<file path="src/rtl/sd_block_responder_pkg.sv">
// Shared constants and FSM state type for the sector-request responder.
//   SECTOR_BYTES : bytes per sector
//   LAST_BYTE    : final byte index within a sector
//   state_e      : responder FSM state encoding
package c1541_sd_pkg;

  localparam int unsigned SECTOR_BYTES = 512;
  localparam logic [8:0]  LAST_BYTE    = 9'(SECTOR_BYTES - 1);

  typedef enum logic [2:0] {
    StIdle,
    StRdMem,
    StRdPut,
    StWrFetch,
    StWrMem,
    StFill,
    StDrain,
    StDone
  } state_e;

endpackage

</file>
<file path="src/rtl/sd_block_responder_if.sv">
// Sector-request bus between the track loader (initiator) and a responder.
//   sd_lba        : sector number, initiator -> responder
//   sd_rd / sd_wr : read / write request levels, initiator -> responder
//   sd_ack        : high for the whole transfer, responder -> initiator
//   sd_buff_addr  : byte index within the sector, responder -> initiator
//   sd_buff_dout  : read data into the initiator buffer
//   sd_buff_din   : write data out of the initiator buffer (1-cycle latency)
//   sd_buff_wr    : one-cycle store strobe for sd_buff_dout
interface sd_block_if;

  logic [31:0] sd_lba;
  logic        sd_rd;
  logic        sd_wr;
  logic        sd_ack;
  logic [8:0]  sd_buff_addr;
  logic [7:0]  sd_buff_dout;
  logic [7:0]  sd_buff_din;
  logic        sd_buff_wr;

  modport master (
    output sd_lba, sd_rd, sd_wr, sd_buff_din,
    input  sd_ack, sd_buff_addr, sd_buff_dout, sd_buff_wr
  );

  modport slave (
    input  sd_lba, sd_rd, sd_wr, sd_buff_din,
    output sd_ack, sd_buff_addr, sd_buff_dout, sd_buff_wr
  );

endinterface

</file>
<file path="src/rtl/sd_block_responder.sv">
// Responder side of the sector-request bus, backed by a byte-wide memory.
// Reads stream one sector from memory into the initiator buffer; writes move
// one sector from the initiator buffer into memory. Out-of-range requests are
// completed without touching memory (reads return zeros) and flag err.
//   clk, reset   : clock, synchronous active-high reset
//   sd           : sector-request bus (slave side)
//   img_mounted  : image present
//   img_blocks   : image size in sectors
//   mem_*        : backing memory request/response (mem_ready ends a request)
//   err          : last accepted request was out of range
// All outputs come straight from registers.
module sd_block_responder
  import c1541_sd_pkg::*;
#(
  parameter int unsigned ADDR_W = 24
) (
  input  logic              clk,
  input  logic              reset,
  sd_block_if.slave         sd,
  input  logic              img_mounted,
  input  logic [ADDR_W-10:0] img_blocks,
  output logic [ADDR_W-1:0] mem_addr,
  output logic              mem_rd,
  output logic              mem_wr,
  output logic [7:0]        mem_dout,
  input  logic [7:0]        mem_din,
  input  logic              mem_ready,
  output logic              err
);

  state_e             state_q, state_d;
  logic [ADDR_W-10:0] lba_q, lba_d;
  logic               ack_q, ack_d;
  logic [8:0]         addr_q, addr_d;
  logic [7:0]         bdout_q, bdout_d;
  logic               bwr_q, bwr_d;
  logic               mrd_q, mrd_d;
  logic               mwr_q, mwr_d;
  logic [7:0]         mdout_q, mdout_d;
  logic               err_q, err_d;
  // Second WR_FETCH cycle: buffer data for addr_q is now valid on sd_buff_din.
  logic               fetch_wait_q, fetch_wait_d;

  logic last_byte;
  logic out_of_range;

  assign last_byte    = (addr_q == LAST_BYTE);
  assign out_of_range = !img_mounted ||
                        (sd.sd_lba[31:ADDR_W-9] != '0) ||
                        (sd.sd_lba[ADDR_W-10:0] >= img_blocks);

  always_comb begin
    state_d      = state_q;
    lba_d        = lba_q;
    ack_d        = ack_q;
    addr_d       = addr_q;
    bdout_d      = bdout_q;
    bwr_d        = bwr_q;
    mrd_d        = mrd_q;
    mwr_d        = mwr_q;
    mdout_d      = mdout_q;
    err_d        = err_q;
    fetch_wait_d = fetch_wait_q;

    case (state_q)
      StIdle: begin
        if (sd.sd_wr || sd.sd_rd) begin
          lba_d        = sd.sd_lba[ADDR_W-10:0];
          ack_d        = 1'b1;
          addr_d       = '0;
          err_d        = out_of_range;
          fetch_wait_d = 1'b0;
          // Write wins when both request lines are high.
          if (sd.sd_wr) begin
            state_d = out_of_range ? StDrain : StWrFetch;
          end else if (out_of_range) begin
            state_d = StFill;
            bdout_d = 8'h00;
          end else begin
            state_d = StRdMem;
            mrd_d   = 1'b1;
          end
        end
      end

      StRdMem: begin
        if (mem_ready && mrd_q) begin
          bdout_d = mem_din;
          mrd_d   = 1'b0;
          bwr_d   = 1'b1;
          state_d = StRdPut;
        end
      end

      StRdPut: begin
        bwr_d = 1'b0;
        if (last_byte) begin
          ack_d   = 1'b0;
          state_d = StDone;
        end else begin
          addr_d  = addr_q + 9'd1;
          mrd_d   = 1'b1;
          state_d = StRdMem;
        end
      end

      StWrFetch: begin
        if (!fetch_wait_q) begin
          fetch_wait_d = 1'b1;
        end else begin
          fetch_wait_d = 1'b0;
          mdout_d      = sd.sd_buff_din;
          mwr_d        = 1'b1;
          state_d      = StWrMem;
        end
      end

      StWrMem: begin
        if (mem_ready && mwr_q) begin
          mwr_d = 1'b0;
          if (last_byte) begin
            ack_d   = 1'b0;
            state_d = StDone;
          end else begin
            addr_d  = addr_q + 9'd1;
            state_d = StWrFetch;
          end
        end
      end

      // Strobe low/high alternately; advance after each strobe.
      StFill: begin
        if (!bwr_q) begin
          bwr_d = 1'b1;
        end else begin
          bwr_d = 1'b0;
          if (last_byte) begin
            ack_d   = 1'b0;
            state_d = StDone;
          end else begin
            addr_d = addr_q + 9'd1;
          end
        end
      end

      StDrain: begin
        if (last_byte) begin
          ack_d   = 1'b0;
          state_d = StDone;
        end else begin
          addr_d = addr_q + 9'd1;
        end
      end

      StDone: begin
        state_d = StIdle;
      end

      default: begin
        state_d = StIdle;
      end
    endcase
  end

  always_ff @(posedge clk) begin
    if (reset) begin
      state_q      <= StIdle;
      lba_q        <= '0;
      ack_q        <= 1'b0;
      addr_q       <= '0;
      bdout_q      <= '0;
      bwr_q        <= 1'b0;
      mrd_q        <= 1'b0;
      mwr_q        <= 1'b0;
      mdout_q      <= '0;
      err_q        <= 1'b0;
      fetch_wait_q <= 1'b0;
    end else begin
      state_q      <= state_d;
      lba_q        <= lba_d;
      ack_q        <= ack_d;
      addr_q       <= addr_d;
      bdout_q      <= bdout_d;
      bwr_q        <= bwr_d;
      mrd_q        <= mrd_d;
      mwr_q        <= mwr_d;
      mdout_q      <= mdout_d;
      err_q        <= err_d;
      fetch_wait_q <= fetch_wait_d;
    end
  end

  assign sd.sd_ack       = ack_q;
  assign sd.sd_buff_addr = addr_q;
  assign sd.sd_buff_dout = bdout_q;
  assign sd.sd_buff_wr   = bwr_q;
  assign mem_addr        = {lba_q, addr_q};
  assign mem_rd          = mrd_q;
  assign mem_wr          = mwr_q;
  assign mem_dout        = mdout_q;
  assign err             = err_q;

endmodule

</file>
<file path="src/flat_wrapper.sv">
// flat-port wrapper written by rule: the top's interface ports become plain ports
module sd_block_responder_flat import c1541_sd_pkg::*;
#(
  parameter int unsigned ADDR_W = 24
)
  (clk, reset, img_mounted, img_blocks, mem_addr, mem_rd, mem_wr, mem_dout, mem_din, mem_ready, err, sd_sd_lba, sd_sd_rd, sd_sd_wr, sd_sd_buff_din, sd_sd_ack, sd_sd_buff_addr, sd_sd_buff_dout, sd_sd_buff_wr);
  sd_block_if sd_i ();
  input  logic clk;
  input  logic reset;
  input  logic img_mounted;
  input  logic [ADDR_W-10:0] img_blocks;
  output logic [ADDR_W-1:0] mem_addr;
  output logic mem_rd;
  output logic mem_wr;
  output logic [7:0] mem_dout;
  input  logic [7:0] mem_din;
  input  logic mem_ready;
  output logic err;
  input wire logic [$bits(sd_i.sd_lba)-1:0] sd_sd_lba;
  input wire logic [$bits(sd_i.sd_rd)-1:0] sd_sd_rd;
  input wire logic [$bits(sd_i.sd_wr)-1:0] sd_sd_wr;
  input wire logic [$bits(sd_i.sd_buff_din)-1:0] sd_sd_buff_din;
  output wire logic [$bits(sd_i.sd_ack)-1:0] sd_sd_ack;
  output wire logic [$bits(sd_i.sd_buff_addr)-1:0] sd_sd_buff_addr;
  output wire logic [$bits(sd_i.sd_buff_dout)-1:0] sd_sd_buff_dout;
  output wire logic [$bits(sd_i.sd_buff_wr)-1:0] sd_sd_buff_wr;
  assign sd_i.sd_lba = sd_sd_lba;
  assign sd_i.sd_rd = sd_sd_rd;
  assign sd_i.sd_wr = sd_sd_wr;
  assign sd_i.sd_buff_din = sd_sd_buff_din;
  assign sd_sd_ack = sd_i.sd_ack;
  assign sd_sd_buff_addr = sd_i.sd_buff_addr;
  assign sd_sd_buff_dout = sd_i.sd_buff_dout;
  assign sd_sd_buff_wr = sd_i.sd_buff_wr;
  sd_block_responder #(.ADDR_W(ADDR_W)) u_core (.clk(clk), .reset(reset), .sd(sd_i), .img_mounted(img_mounted), .img_blocks(img_blocks), .mem_addr(mem_addr), .mem_rd(mem_rd), .mem_wr(mem_wr), .mem_dout(mem_dout), .mem_din(mem_din), .mem_ready(mem_ready), .err(err));
endmodule
</file>
<file path="config.mk">
export PLATFORM = sky130hd
export DESIGN_NAME = sd_block_responder_flat
export DESIGN_NICKNAME = d
export VERILOG_FILES = /design/src/rtl/sd_block_responder_pkg.sv /design/src/rtl/sd_block_responder_if.sv /design/src/rtl/sd_block_responder.sv /design/src/flat_wrapper.sv
export SDC_FILE = /design/constraint.sdc
export NUM_CORES = 1
export LEC_CHECK = 0
export ABC_AREA = 1
export BUFFER_PORTS_ARGS = -buffer_cell sky130_fd_sc_hd__buf_2
export CORE_MARGIN = 10
export CORE_UTILIZATION = 48
export CTS_BUF_LIST = sky130_fd_sc_hd__clkbuf_4 sky130_fd_sc_hd__clkbuf_8
export DETAILED_ROUTE_END_ITERATION = 12
export GPL_TIMING_DRIVEN = 1
export PLACE_DENSITY = 0.82
export SYNTH_ARGS = -nofsm -noshare
export SYNTH_HDL_FRONTEND = slang
export SYNTH_SLANG_ARGS = --single-unit
</file>
<file path="constraint.sdc">
create_clock -name clk -period 2.6 [get_ports clk]
set_clock_uncertainty 0.2 [all_clocks]
set_input_delay 0.26 -clock clk [delete_from_list [all_inputs] [get_ports clk]]
set_output_delay 0.26 -clock clk [all_outputs]
set_load 0.05 [all_outputs]
</file>
Yosys cells after proc, flatten, opt, wreduce, memory -nomap -nowiden
Index checks and enable logic that the tools add are counted.
{ "op_classes": {"eq_ne": 17, "n_lt_le_gt_ge": 1, "muxes": 42, "reduce_logical": 24, "addsub": 1} }
{ "op_table": {"columns": ["op", "n"], "rows": [
  ["$mux W9", 4],
  ["$pmux W9 S4", 1],
  ["$mux W3", 11],
  ["$mux W8", 4],
  ["$pmux W3 S8", 1],
  ["$reduce_bool A17 Y1", 1],
  ["$pmux W8 S2", 1],
  ["$ge A15 B15 Y1", 1],
  ["$mux W1", 15],
  ["$eq A3 B3 Y1 const B", 4],
  ["$ne A2 B1 Y1 const B", 6],
  ["$reduce_and A5 Y1", 2],
  ["$add A9 B1 Y9 const B", 1],
  ["$eq A9 B9 Y1 const B", 1],
  ["$reduce_and A2 Y1", 4],
  ["$eq A3 B2 Y1 const B", 2],
  ["$ne A2 B2 Y1 const B", 3],
  ["$pmux W1 S3", 2],
  ["$reduce_and A6 Y1", 1],
  ["$reduce_bool A2 Y1", 3],
  ["$reduce_bool A3 Y1", 2],
  ["$pmux W1 S2", 2],
  ["$pmux W1 S4", 1],
  ["$reduce_and A4 Y1", 1],
  ["other kinds (8)", 11]
]} }
{ "word_totals": {"wordCells": 96, "output_inout_bits": 54, "register_bits": 49, "in_bits": 69} }

Logic depth before layout (Yosys ltp)
{ "logic_depth": {"ltp_word": 7, "depth_mapped": 13, "depth_no_buf": 13} }

Least setup slack after synthesis
Ideal clock, no wire load.
{ "synth_path": {"kind": "register to register", "start": "register u_core.addr_q[0], in the netlist u_core.sd.sd_buff_addr[0]", "end": "register u_core.addr_q[7], in the netlist u_core.sd.sd_buff_addr[7]", "path_buffers": 0, "arrival_time_ps": 2017, "required_ps": 2281, "setup_slack_ps": 264, "path_stages_with_launch": 12, "setup_time_ps": 119, "synth_period_minus_slack_ps": 2336, "path_cell_list": "dfxtp_1 ha_1 nand3_1 nor3_1 ha_1 nand2_4 nand2_4 nor2_8 nand2_4 nor2_4 a31oi_1 nor3_2"} }
{ "synth_via": {"elab_chain_cells": 4, "word_cells_on_any_way": 6, "classes_between": "add/sub: 1; eq/ne: 1; mux: 4"} }
{ "synth_rtl": {"columns": ["element", "line_no", "text"], "rows": [
  ["from (decl)", "sd_block_responder.sv:34", "logic [8:0] addr_q, addr_d;"],
  ["from (signal assigned)", "sd_block_responder.sv:182", "addr_q <= addr_d;"],
  ["$add A9 B1 Y9 or $eq A9 B9 Y1 (tied branches)", null, null],
  ["$mux W9 (*)", null, null],
  ["$mux W9 (on tied branches)", "sd_block_responder.sv:133, sd_block_responder.sv:119", null],
  ["$pmux W9 S4 (*)", "sd_block_responder.sv:65", "case (state_q)"]
]} }
Mark *: on every way between the ends. The rest lies on a longest branch, timed or not. The select of a mux whose other input is x is not followed.
A chain may end at the register's enable or synchronous reset.

Worst setup path after layout
{ "layout_path": {"start": "input port sd_sd_lba[13]", "end": "register u_core.bdout_q[0], in the netlist u_core.sd.sd_buff_dout[0]"} }
{ "layout_via": {"elab_chain_cells": 4} }
{ "layout_rtl": {"columns": ["element", "line_no", "text"], "rows": [
  ["from (decl)", "flat_wrapper.sv:19", "input wire logic [$bits(sd_i.sd_lba)-1:0] sd_sd_lba;"],
  ["$ge A15 B15 Y1", "sd_block_responder.sv:50", "(sd.sd_lba[ADDR_W-10:0] >= img_blocks);"],
  ["$logic_or A1 B1 Y1", "sd_block_responder.sv:49", "(sd.sd_lba[31:ADDR_W-9] != '0) ||"],
  ["$ne A2 B1 Y1 (no source line)", null, null],
  ["$reduce_and A5 Y1 (no source line)", null, null],
  ["to (signal assigned)", "sd_block_responder.sv:183", "bdout_q <= bdout_d;"],
  ["to (decl)", "sd_block_responder.sv:35", "logic [7:0] bdout_q, bdout_d;"]
]} }
No other way between the ends.

==> reports/qor.yml <==
synth:
  muxShareOfSynthArea_pct: 0
  synth_top_family_by_area: "simple AND/OR/NAND/NOR gates"
  synth_area_per_cell_um2: 7.20
  seq_area_frac_synth_pct: 36.7
  synth_flop_cell: "dfxtp_1"
  synthDistinctLibCells: 35
  synth-edff-count: 0
  ys_top_cells_by_count: "nand2_1 (73), nor2_1 (60), dfxtp_1 (49), inv_1 (38), a21oi_1 (30)"
  synth_most_common_cell: "nand2_1"
  synthSimpleGateAreaFrac_pct: 31.4
  yosysTopAreaCellShare_pct: 36.7
  synth-xor-area-share_pct: 0.656
  synth_seq_cells: 49
  synth-adder-area-share_pct: 7.97
  ys_async_sr_fraction_pct: 0
  synthTopCellsByArea: "dfxtp_1 (37%), nand2_1 (10%), nor2_1 (8.4%)"
  syn-num-nets: 457
  syn-cell-area_um2: 2670
  synth_compound_area_share_pct: 13.3
  yosysWarnings: 0
  synth_top_area_cell: "dfxtp_1"
  synthCells: 371
placed_design:
  place_congestion: 0.891
  dp_hpwl_mm: 5.92
  io_buffers: 122
  dpl-instance-area_um2: 3290
floorplan:
  design.portCount: 123
  rows: 27
  core_um2: 5440
  start_util_pct: 49.1
  fp.dieH_um: 94.6
  dieArea_um2: 8950
  die_width_um: 94.6
detailed_routing:
  drt-total-wl_mm: 7.71
  wl_per_cell_um: 13.2
  antenna_left: 0
  num_vias: 2808
  vias_per_cell: 4.82
  initialDrtViolationCount: 148
  drt_pre_antenna_iters: 4
  route.detailed.drc: 0
status:
  status: "completed"
clock_network:
  clock_sinks: 49
  clock-root-buffer: "clkbuf_8"
  clock_latency_ns: 0.30
  cts_buffer_depth: 2
  cts_tree: "built"
  cts_hold_buf: 22
  ctsResizeCount: 0
  htree_levels: 2
  clk_pin_slew_ns: 0.09
  cts_buffers: 5
  cts_setup_buffers: 0
power:
  p_sw_share_pct: 50.9
  combPwrFrac_pct: 54.4
  p_leak_nw: 1.88
  power_switching_mw: 1.73
  vdd_drop_max_v: 0.000798
  pwr-share-clk_pct: 14.9
  pwr-share-seq_pct: 30.7
  intPower_mw: 1.67
  powerDensity_nw_per_um2: 937
global_route:
  grt_first_pass_wirelength_mm: 12.6
  track_usage_pct: 17.2
  antenna_found_initial: 0
  met1_usage_pct: 19.3
  grt.busiest_layer: "met2"
  use_met2_pct: 29.9
  grt_max_degree: 21
  overflow: 0
  grt_pass1_vias: 2768
  met3_usage_pct: 5.31
timing:
  rsz0062_at_grt: "false"
  tns_ns: 0
  hold_viol: 0
  period_share_pct: 88.0
  fmax_mhz: 437
  period_minus_slack_ns: 2.29
  final-setup-viol-count: 0
  worst_pin_slew_ns: 0.405
  relSlewSlack_pct: 73.0
  timing.hold.ws_ns: 0.00616
  maxSlewViolCount: 0
setup_path:
  cp_slowest_cell: "dlygate4sd3_1"
  reg2reg_slack_ns: 0.46
  crit_start: "sd_sd_lba[13]"
  setup.worst_path.end: "u_core.sd.sd_buff_dout[0]"
  crit_type: "input port to flop"
  path_delay_family: "simple AND/OR/NAND/NOR gates"
  cp.depth: 13
  cp.required_ns: 2.58
  worst-path-buf-inv: 2
  path_cells: "dlygate4sd3_1, buf_2, ha_1, nand2_1, nor2_1, and3_1, nand2_1, nand4_1, nand2_1, nand2_1, nand2_2, nand2_1, a21oi_1"
  r2r_end: "u_core.state_q[2]"
  arrival_ns: 2.27
  critPathCaptureType: "flop"
  worst_path_most_repeated_cell: "nand2_1"
  reg2reg_depth: 10
  r2r_start: "u_core.sd.sd_buff_addr[0]"
  cp_max_fo: 8
  startpoint_type: "input port"
  critPathMaxStageDelay_ns: 0.53
finish:
  diodes: 0
  syn_to_final_growth_pct: 35.6
  nets: 595
  drive_gt1_share_pct: 32.5
  post-route-util_pct: 66.6
  stdcell_area_um2: 3620
hold_path:
  hold_path_class: "input port to flop"
job:
  cap_violations: 0
[power by group through the flow]
stage	combinational (mW)	sequential [mW]	clock (mW)
floorplan	0.899	1.58	0
finish	1.84	1.04	0.505
global placement	1.81	1.05	0
global route	2.00	1.07	0.547
CTS	1.86	1.04	0.523
detailed placement	1.82	1.06	0
[metal layers]
layer	vias to the layer above	part of all wire (%)
met3	9	7.4
li1	1453	-
met2	79	51
met1	1267	40
met4	0	1.9
met5	-	0
[cells by family after synthesis]
kind of cell / count (synthesis)
fa+ha+maj: 17
compound gates: 66
simple gates: 176
xor+xnor: 2
buf+inv: 61
flops: 49
[layout by cell type, fill, tap and decap left out, drive strengths merged, types with 10 or more instances in the layout]
cell type    count
buf            124
nand2           87
nor2            65
dfxtp           49
inv             46
a21oi           30
o21ai           29
dlygate4sd3     22
ha              17
nor3            10
[sequential cells by signal, summed over array words and instances (netlist names)]
name and cells:
u_core.lba_q 15, u_core.sd.sd_buff_addr 9, u_core.mem_dout 8, u_core.sd.sd_buff_dout 8, u_core.state_q 3, u_core.err 1
u_core.fetch_wait_q 1, u_core.mem_rd 1, u_core.mem_wr 1, u_core.sd.sd_ack 1, u_core.sd.sd_buff_wr 1
[through the flow]
| step | power, mW | setup slack (ns) | cells |
|---|---|---|---|
| after global routing | 3.62 | 0.0962 | 582 |
| after detailed placement | 2.88 | 0.452 | 552 |
| final | 3.39 | 0.311 | 582 |
| after global placement | 2.86 | 0.488 | 552 |
| after CTS | 3.42 | 0.326 | 582 |
| after floorplan | 2.48 | 0.264 | 371 |
[worst register-to-register path: stages, from the launching register on]
cell     delay (ns)
dfxtp_1        0.42
ha_1           0.23
nand3_1        0.12
nor3_1         0.18
ha_1           0.31
inv_1          0.06
nand2_1        0.08
nand3_2        0.09
nor2_4         0.16
o21ai_1        0.08
a41oi_1        0.15
[worst min-delay path by stage]
stage                              startpoint                         to  slack, ns  cells past startpoint
detailed placement         u_core.mem_dout[1]         u_core.mem_dout[1]       0.25                      2
floorplan                        sd_sd_lba[1]            u_core.lba_q[1]       0.19                      2
global placement    u_core.sd.sd_buff_dout[5]  u_core.sd.sd_buff_dout[5]       0.25                      2
finish                           sd_sd_lba[1]            u_core.lba_q[1]      0.006                      3
global route                     sd_sd_lba[1]            u_core.lba_q[1]       0.02                      3
CTS                              sd_sd_lba[1]            u_core.lba_q[1]      0.003                      3
[layout make-up]
cell class,instances,area [µm²]
clock buffers,7,96.3
clock inverters,1,8.76
fillers,502,1820
inverters,46,175
multi-input cells,261,1420
flip-flops and latches,49,981
well taps,72,90.1
repair buffers,146,846
(Power assumes the default switching activity.)
